[src/rtl/reg_bank_write_arbiter_if.sv]
// Requester-side bundle for the register-bank write arbiter: request,
// select and data inputs plus ack/err and the bank drive lines.
interface reg_bank_write_arbiter_if #(
  parameter int NREQ = 3,
  parameter int NREG = 4,
  parameter int SELW = 2,
  parameter int W    = 8
);
  logic [NREQ-1:0]      req;
  logic [NREQ*SELW-1:0] sel;
  logic [NREQ*W-1:0]    wdata;
  logic [NREQ-1:0]      ack;
  logic                 err;
  logic [W-1:0]         bus_data;
  logic [NREG-1:0]      reg_clk;
  logic [2:0]           grant_id;
  logic                 busy;

  modport master (
    output req, sel, wdata,
    input  ack, err, bus_data, reg_clk, grant_id, busy
  );

  modport slave (
    input  req, sel, wdata,
    output ack, err, bus_data, reg_clk, grant_id, busy
  );
endinterface

[src/rtl/reg_bank_write_arbiter.sv]
// Round-robin write sequencer for a bank of 374-style octal registers on a
// shared data bus. One write per 4 cycles: grant/drive bus, raise the
// register clock, drop it and ack, then a hold cycle with the bus stable.
module reg_bank_write_arbiter #(
  parameter int NREQ = 3,
  parameter int NREG = 4,
  parameter int SELW = 2,
  parameter int W    = 8
) (
  input logic                    clk,
  input logic                    rst,
  reg_bank_write_arbiter_if.slave bus
);

  typedef enum logic [1:0] {IDLE, SETUP, STROBE, HOLD} state_t;

  state_t          r_state, w_state_nxt;
  logic [2:0]      r_ptr, w_ptr_nxt;
  logic [2:0]      r_gnt, w_gnt_nxt;
  logic [SELW-1:0] r_sel, w_sel_nxt;
  logic [W-1:0]    r_data, w_data_nxt;
  logic [NREG-1:0] r_reg_clk, w_reg_clk_nxt;
  logic [NREQ-1:0] r_ack, w_ack_nxt;
  logic            r_err, w_err_nxt;
  logic            r_busy, w_busy_nxt;

  logic            w_found;
  logic [2:0]      w_pick;
  logic [SELW-1:0] w_pick_sel;
  logic [W-1:0]    w_pick_data;
  int              w_idx;

  // Per-select-code "register exists" table; avoids a range compare that
  // collapses to a constant when NREG fills the whole select space.
  logic [2**SELW-1:0] w_sel_ok;
  for (genvar g = 0; g < 2**SELW; g++) begin : g_sel_ok
    assign w_sel_ok[g] = (g < NREG) ? 1'b1 : 1'b0;
  end

  // Round-robin pick: first asserted req scanning upward from the pointer.
  always_comb begin
    w_found     = 1'b0;
    w_pick      = '0;
    w_pick_sel  = '0;
    w_pick_data = '0;
    w_idx       = 0;
    for (int k = 0; k < NREQ; k++) begin
      w_idx = int'(r_ptr) + k;
      if (w_idx >= NREQ) w_idx = w_idx - NREQ;
      if (!w_found && bus.req[w_idx]) begin
        w_found     = 1'b1;
        w_pick      = 3'(w_idx);
        w_pick_sel  = bus.sel[w_idx*SELW +: SELW];
        w_pick_data = bus.wdata[w_idx*W +: W];
      end
    end
  end

  // Next-state and next-output logic; every output is registered below.
  always_comb begin
    w_state_nxt   = r_state;
    w_ptr_nxt     = r_ptr;
    w_gnt_nxt     = r_gnt;
    w_sel_nxt     = r_sel;
    w_data_nxt    = r_data;
    w_busy_nxt    = r_busy;
    w_reg_clk_nxt = '0;
    w_ack_nxt     = '0;
    w_err_nxt     = 1'b0;
    case (r_state)
      IDLE: begin
        if (w_found) begin
          w_gnt_nxt   = w_pick;
          w_sel_nxt   = w_pick_sel;
          w_data_nxt  = w_pick_data;
          w_busy_nxt  = 1'b1;
          w_state_nxt = SETUP;
        end
      end
      SETUP: begin
        // Bus has had a full cycle of setup; raise the selected clock.
        for (int i = 0; i < NREG; i++)
          w_reg_clk_nxt[i] = (r_sel == SELW'(i));
        w_state_nxt = STROBE;
      end
      STROBE: begin
        for (int i = 0; i < NREQ; i++)
          w_ack_nxt[i] = (r_gnt == 3'(i));
        w_err_nxt   = !w_sel_ok[r_sel];
        w_ptr_nxt   = (r_gnt == 3'(NREQ-1)) ? 3'd0 : r_gnt + 3'd1;
        w_state_nxt = HOLD;
      end
      HOLD: begin
        // bus_data is left alone so the register sees hold time.
        w_busy_nxt  = 1'b0;
        w_state_nxt = IDLE;
      end
      default: w_state_nxt = IDLE;
    endcase
  end

  // State and output registers; reset aborts any transfer without ack.
  always_ff @(posedge clk or posedge rst) begin
    if (rst) begin
      r_state   <= IDLE;
      r_ptr     <= '0;
      r_gnt     <= '0;
      r_sel     <= '0;
      r_data    <= '0;
      r_reg_clk <= '0;
      r_ack     <= '0;
      r_err     <= 1'b0;
      r_busy    <= 1'b0;
    end else begin
      r_state   <= w_state_nxt;
      r_ptr     <= w_ptr_nxt;
      r_gnt     <= w_gnt_nxt;
      r_sel     <= w_sel_nxt;
      r_data    <= w_data_nxt;
      r_reg_clk <= w_reg_clk_nxt;
      r_ack     <= w_ack_nxt;
      r_err     <= w_err_nxt;
      r_busy    <= w_busy_nxt;
    end
  end

  assign bus.ack      = r_ack;
  assign bus.err      = r_err;
  assign bus.bus_data = r_data;
  assign bus.reg_clk  = r_reg_clk;
  assign bus.grant_id = r_gnt;
  assign bus.busy     = r_busy;

endmodule
[src/flat_wrapper.sv]
// flat-port wrapper written by rule: the top's interface ports become plain ports
module reg_bank_write_arbiter_flat 
#(
  parameter int NREQ = 3,
  parameter int NREG = 4,
  parameter int SELW = 2,
  parameter int W    = 8
)
  (clk, rst, bus_req, bus_sel, bus_wdata, bus_ack, bus_err, bus_bus_data, bus_reg_clk, bus_grant_id, bus_busy);
  reg_bank_write_arbiter_if #(.NREQ(NREQ), .NREG(NREG), .SELW(SELW), .W(W)) bus_i ();
  input logic clk;
  input logic rst;
  input wire logic [$bits(bus_i.req)-1:0] bus_req;
  input wire logic [$bits(bus_i.sel)-1:0] bus_sel;
  input wire logic [$bits(bus_i.wdata)-1:0] bus_wdata;
  output wire logic [$bits(bus_i.ack)-1:0] bus_ack;
  output wire logic [$bits(bus_i.err)-1:0] bus_err;
  output wire logic [$bits(bus_i.bus_data)-1:0] bus_bus_data;
  output wire logic [$bits(bus_i.reg_clk)-1:0] bus_reg_clk;
  output wire logic [$bits(bus_i.grant_id)-1:0] bus_grant_id;
  output wire logic [$bits(bus_i.busy)-1:0] bus_busy;
  assign bus_i.req = bus_req;
  assign bus_i.sel = bus_sel;
  assign bus_i.wdata = bus_wdata;
  assign bus_ack = bus_i.ack;
  assign bus_err = bus_i.err;
  assign bus_bus_data = bus_i.bus_data;
  assign bus_reg_clk = bus_i.reg_clk;
  assign bus_grant_id = bus_i.grant_id;
  assign bus_busy = bus_i.busy;
  reg_bank_write_arbiter #(.NREQ(NREQ), .NREG(NREG), .SELW(SELW), .W(W)) u_core (.clk(clk), .rst(rst), .bus(bus_i));
endmodule
[config.mk]
export PLATFORM = sky130hd
export DESIGN_NAME = reg_bank_write_arbiter_flat
export DESIGN_NICKNAME = d
export VERILOG_FILES = /design/src/rtl/reg_bank_write_arbiter_if.sv /design/src/rtl/reg_bank_write_arbiter.sv /design/src/flat_wrapper.sv
export SDC_FILE = /design/constraint.sdc
export NUM_CORES = 1
export LEC_CHECK = 0
export BUFFER_PORTS_ARGS = -buffer_cell sky130_fd_sc_hd__buf_2
export CORE_MARGIN = 2
export CORE_UTILIZATION = 51
export CTS_BUF_LIST = sky130_fd_sc_hd__clkbuf_4 sky130_fd_sc_hd__clkbuf_8
export CTS_CLUSTER_DIAMETER = 30
export DETAILED_ROUTE_END_ITERATION = 10
export PLACE_DENSITY = 0.79
export SLEW_MARGIN = 30
export SYNTH_ARGS = -nofsm -noshare
export SYNTH_HDL_FRONTEND = slang
export SYNTH_SLANG_ARGS = --single-unit
[constraint.sdc]
create_clock -name clk -period 3.1 [get_ports clk]
set_clock_uncertainty 0.1 [all_clocks]
set_input_delay 0.62 -clock clk [delete_from_list [all_inputs] [get_ports clk]]
set_output_delay 0.62 -clock clk [all_outputs]
set_load 0.02 [all_outputs]
# --- After elaboration in Yosys (flattened, before gate mapping) ---
# Index checks and enable logic that the tools add are counted.
word_totals:
  inputBits: 35
  register_bits: 27
  wordCells: 82
  out_inout_bits: 20
op_classes:
  mux: 34
  n_eq_ne: 9
  n_shift: 6
  n_reduce_logical: 11
  add_sub_neg: 6
  n_lt_le_gt_ge: 7
op_table:
  columns: ["cell", "n"]
  rows:
  - ["$lt 32x4->1 const B", 3]
  - ["$mux 32", 3]
  - ["$shiftx 24x32->8", 3]
  - ["$shiftx 6x32->2", 3]
  - ["$ge 32x3->1 const B", 2]
  - ["$sub 32x3->32 const B", 2]
  - ["$mux 8", 3]
  - ["$mux 3", 5]
  - ["$mux 1", 12]
  - ["$bmux 1 s2", 4]
  - ["$eq 2x2->1 const B", 4]
  - ["$mux 2", 4]
  - ["$pmux 2 s4", 1]
  - ["$add 3x1->4 const B", 1]
  - ["$add 3x2->4 const B", 1]
  - ["$eq 2x1->1 const B", 2]
  - ["$logic_not 2->1", 2]
  - ["$mux 4", 1]
  - ["$reduce_and 2->1", 2]
  - ["$sub 3x2->4 const B", 1]
  - ["$add 3x1->3 const B", 1]
  - ["$eq 3x1->1 const B", 1]
  - ["$eq 3x2->1 const B", 1]
  - ["$ge 3x2->1 const B", 1]
  - ["other kinds (7)", 10]

# --- Longest topological paths before layout ---
logic_depth:
  word_depth: 14
  depth_mapped: 14
  mapped_depth_nobuf: 9

# --- Worst setup path after synthesis ---
# OpenSTA, ideal clock, no wires.
synth_path:
  path_type: "reg-to-reg"
  startpoint: "reg u_core.r_ptr[0]"
  endpoint: "reg u_core.r_data[0] (netlist: u_core.bus.bus_data[0])"
  period_less_slack_ns: 3.221
  path_buffers: 5
  stages_incl_launch_ff: 14
  required_ns: 2.918
  setup_time_ns: 0.082
  path_slack_ns: -0.121
  arrival_ns: 3.039
  path_cell_list: "dfrtp_1 -> buf_2 -> buf_2 -> inv_1 -> clkbuf_1 -> ha_1 -> clkbuf_1 -> or3b_1 -> a21boi_0 -> nor3_1 -> a41oi_2 -> clkbuf_1 -> nor2_1 -> a31oi_1"
synth_between:
  elab_chain_len: 13
  elab_cells_between_ends: 34
  cone_classes: "add/sub: 5; order compare: 3; shift: 3; mux: 18; reduce/logical: 5"
synth_rtl:
  columns: ["element", "line_no", "text"]
  rows:
  - ["start: declaration", "reg_bank_write_arbiter.sv:18", "logic [2:0] r_ptr, w_ptr_nxt;"]
  - ["start signal: assignment", "reg_bank_write_arbiter.sv:116", "r_ptr <= w_ptr_nxt;"]
  - ["parallel branches: the longest is 13 deep, another holds $sub 32x3->32", null, null]
  - ["end signal: assignment", "reg_bank_write_arbiter.sv:119", "r_data <= w_data_nxt;"]
  - ["end: declaration", "reg_bank_write_arbiter.sv:21", "logic [W-1:0] r_data, w_data_nxt;"]
# Parallel ways; which one is timed is not known. The select of a mux whose other input is x is not followed.
# A chain may end at the register's enable or synchronous reset.

# --- Final worst setup path ---
layout_path:
  startpoint: "reg u_core.r_ptr[0]"
  endpoint: "reg u_core.r_gnt[1] (netlist: u_core.bus.grant_id[1])"
layout_between:
  elab_chain_len: 13
  elab_cells_between_ends: 31
  cone_classes: "add/sub: 5; order compare: 3; mux: 18; reduce/logical: 5"
layout_rtl:
  columns: ["element", "line_no", "text"]
  rows:
  - ["parallel branches: the longest is 13 deep, another holds $sub 32x3->32", null, null]
  - ["end signal: assignment", "reg_bank_write_arbiter.sv:117", "r_gnt <= w_gnt_nxt;"]
  - ["end: declaration", "reg_bank_write_arbiter.sv:19", "logic [2:0] r_gnt, w_gnt_nxt;"]
# Parallel ways; which one is timed is not known. The select of a mux whose other input is x is not followed.

==> flow_summary_export.csv <==
group,metric,value,unit
clock_network,cts_sinks,26,
sta,fin_crit_sh,0.959,
global_route,gr-total-overflow,0,
flow_run,max_cap_violations,0,
sta,holdWs,0.280,ns
critical_path,arrival,3.04,ns
critical_path,r2r-start,"u_core.r_ptr[0]",
global_route,grt_pass1_wl,11000,um
finish,area_delta_synth_final,21.1,%
floorplanning,die_area,5500,um2
clock_network,cts-htree-levels,1,
global_route,grt_max_degree,30,
critical_path,crit_path_max_fanout,5,
finish,drive_above_1_share,0.256,
floorplanning,die_y,74.2,um
synthesis,synth-seq-cells,26,
route,drtIter0Drc,174,
synthesis,yosysSeqAreaShare,0.259,
synthesis,syn_area,2510,um2
place,hpwl,5220,um
critical_path,crit_type,"register to register",
sta,slew_headroom,0.474,
synthesis,synth.avg_cell_area,8.29,um2
synthesis,synth_cell_types,53,
global_route,antenna_found_initial,0,
place,numPortBuffers,53,
clock_network,clk_pin_slew_worst_paths,0.09,ns
critical_path,required,3.17,ns
clock_network,clock_path_buffers,2,
route,wl,6810,um
synthesis,synth_edf_count,0,
route,detail-route-antenna-nets,0,
synthesis,synthCells,303,
route,drcViolationCount,0,
place,finalWeightedCongestion,0.911,
sta,min_period,2.97,ns
critical_path,r2r_slack,0.13,ns
clock_network,cts_tree,"done",
synthesis,synthArstFlopShare,1.00,
finish,nets,413,
synthesis,synthFlopType,"dfrtp_1",
critical_path,endpoint_kind,"register",
clock_network,cts_root_buffer,"clkbuf_8",
critical_path,r2r_end,"u_core.bus.grant_id[1]",
route,vias_per_cell,5.92,
global_route,grt_pass1_vias,2221,
finish,num_antenna_cells,0,
critical_path,worstSetupStartpointType,"register",
sta,finalHoldViolCount,0,
sta,rsz0062_at_grt,"true",
sta,maxSlewViolCount,0,
global_route,track_usage,0.256,
sta,max_freq,336,MHz
critical_path,r2r_cells,10,
route,wl_per_cell,15.8,um
hold_path,hold_class,"input port to asynchronous set/reset pin",
sta,tightest_slew,0.783,ns
status,status,"finished, final reports clean",
floorplanning,fp-row-count,25,
clock_network,cts_made_buffers,3,
synthesis,yosysWarnings,0,
floorplanning,coreArea,4720,um2
clock_network,clk_latency,0.27,ns
sta,setup_viol,0,
route,num_vias,2545,
floorplanning,ios,55,
synthesis,synth_nets,351,
route,dr.pass1.iters,5,
finish,post-route-util,0.644,
floorplanning,dieWidth,74.2,um
floorplanning,initial_core_util,0.532,
metrics by stage:
step | cells | TNS (ns) | setup WS (ns) | cell area, um2
floorplan | 303 | 0 | 0.0423 | 2520
global placement | 424 | 0 | 0.0713 | 2940
detailed placement | 424 | -0.0687 | -0.0687 | 2940
CTS | 427 | 0 | 0.00154 | 2990
global route | 430 | -0.00265 | -0.00265 | 3040
finish | 430 | 0 | 0.127 | 3040
worst max path at each step:
| stage | start | endpoint | slack (ns) | depth (start not counted) |
|---|---|---|---|---|
| finish | u_core.r_ptr[0] | u_core.bus.grant_id[1] | 0.13 | 10 |
| global route | u_core.r_ptr[0] | u_core.bus.bus_data[1] | -0.003 | 10 |
| CTS | u_core.r_ptr[0] | u_core.bus.grant_id[1] | 0.002 | 10 |
| detailed placement | u_core.r_ptr[0] | u_core.bus.grant_id[1] | -0.07 | 10 |
| global placement | u_core.r_ptr[0] | u_core.bus.grant_id[1] | 0.07 | 10 |
| floorplan | u_core.r_ptr[0] | u_core.r_sel[1] | 0.04 | 12 |
Yosys cell counts (all sizes together) (2+ instances only):
| library cell | instances | area, um2 |
|---|---|---|
| nand3 | 3 | 15.0 |
| a211oi | 3 | 22.5 |
| xnor2 | 3 | 26.3 |
| dfrtp | 26 | 651 |
| nor2 | 29 | 109 |
| mux2i | 25 | 258 |
| a21oi | 17 | 85.1 |
| o31ai | 3 | 22.5 |
| o21bai | 2 | 15.0 |
| nor3 | 3 | 15.0 |
| a21boi | 4 | 30.0 |
| a221oi | 19 | 184 |
| inv | 12 | 45.0 |
| a22o | 2 | 17.5 |
| ha | 13 | 163 |
| nand2b | 5 | 31.3 |
| clkbuf | 12 | 45.0 |
| nor3b | 2 | 15.0 |
| nand2 | 37 | 139 |
| o21ai | 15 | 75.1 |
| buf | 6 | 30.0 |
| o22a | 9 | 78.8 |
| a2bb2oi | 11 | 96.3 |
| or4b | 2 | 20.0 |
| a31oi | 14 | 87.6 |
| nor2b | 5 | 31.3 |
cells in the final DEF, fill, tap and decap left out, types with 3 or more instances in the layout:
master      n
xnor2_1     3
a211oi_1    3
buf_4      21
mux2i_1    23
clkbuf_8    3
a21oi_1    17
o21ai_0    14
inv_1      11
nand2_1    37
nor2b_1     5
dfrtp_1    26
ha_1       11
buf_2      53
a31oi_1    14
a221oi_1   18
a2bb2oi_1  11
nor2_1     29
o22a_1      9
nand2b_1    5
per-layer routing:
metal | GRT usage | vias up | part of all wire
li1 | - | 1265 | -
met1 | 0.397 | 1168 | 0.49
met2 | 0.374 | 108 | 0.43
met3 | 0.0285 | 4 | 0.066
met4 | 0.0687 | 0 | 0.0095
met5 | 0 | - | 0
state kept, by name, indices dropped and copies added (netlist names):
register             count
u_core.bus.bus_data      8
u_core.r_sel             2
u_core.r_ptr             3
u_core.r_state           2
u_core.bus.reg_clk       4
u_core.bus.busy          1
u_core.bus.grant_id      3
u_core.bus.ack           3
final cells by class:
cell class                      instances  area [um2]
Tap cell                               67        83.8
Clock buffer                            3        41.3
Sequential cell                        26         651
Fill cell                             426        1680
Inverter                               12        45.0
Timing Repair Buffer                   75         434
Multi-Input combinational cell        247        1790
cells by family after synthesis:
group                      after synthesis  share of synthesized area
AOI/OAI and AO/OA                      107                      0.322
xor gates and xnor gates                 4                     0.0139
adders and majority gates               13                     0.0647
buffers and inverters                   30                     0.0478
DFF                                     26                      0.259
muxes                                   26                      0.112
other                                    1                    0.00149
and+or+nand+nor                         96                      0.180
worst max-delay path, cell delays in order, from the launching register on:
cell,delay [ns]
dfrtp_1,0.38
ha_2,0.19
inv_1,0.04
ha_1,0.28
or4b_4,0.60
and4_4,0.23
a221oi_4,0.31
a41oi_2,0.23
buf_4,0.21
a21boi_1,0.12
a22o_1,0.17
timing repair:
item	CTS	global route
pin swaps	0	1
cloned	0	0
resized for setup	2	7
setup buffers	0	3
endpoints found under the setup margin	5	13
hold buffers	0	0
Power is not shown: default switching activity piles up to over one toggle a cycle in this logic, so the estimate is an artifact.
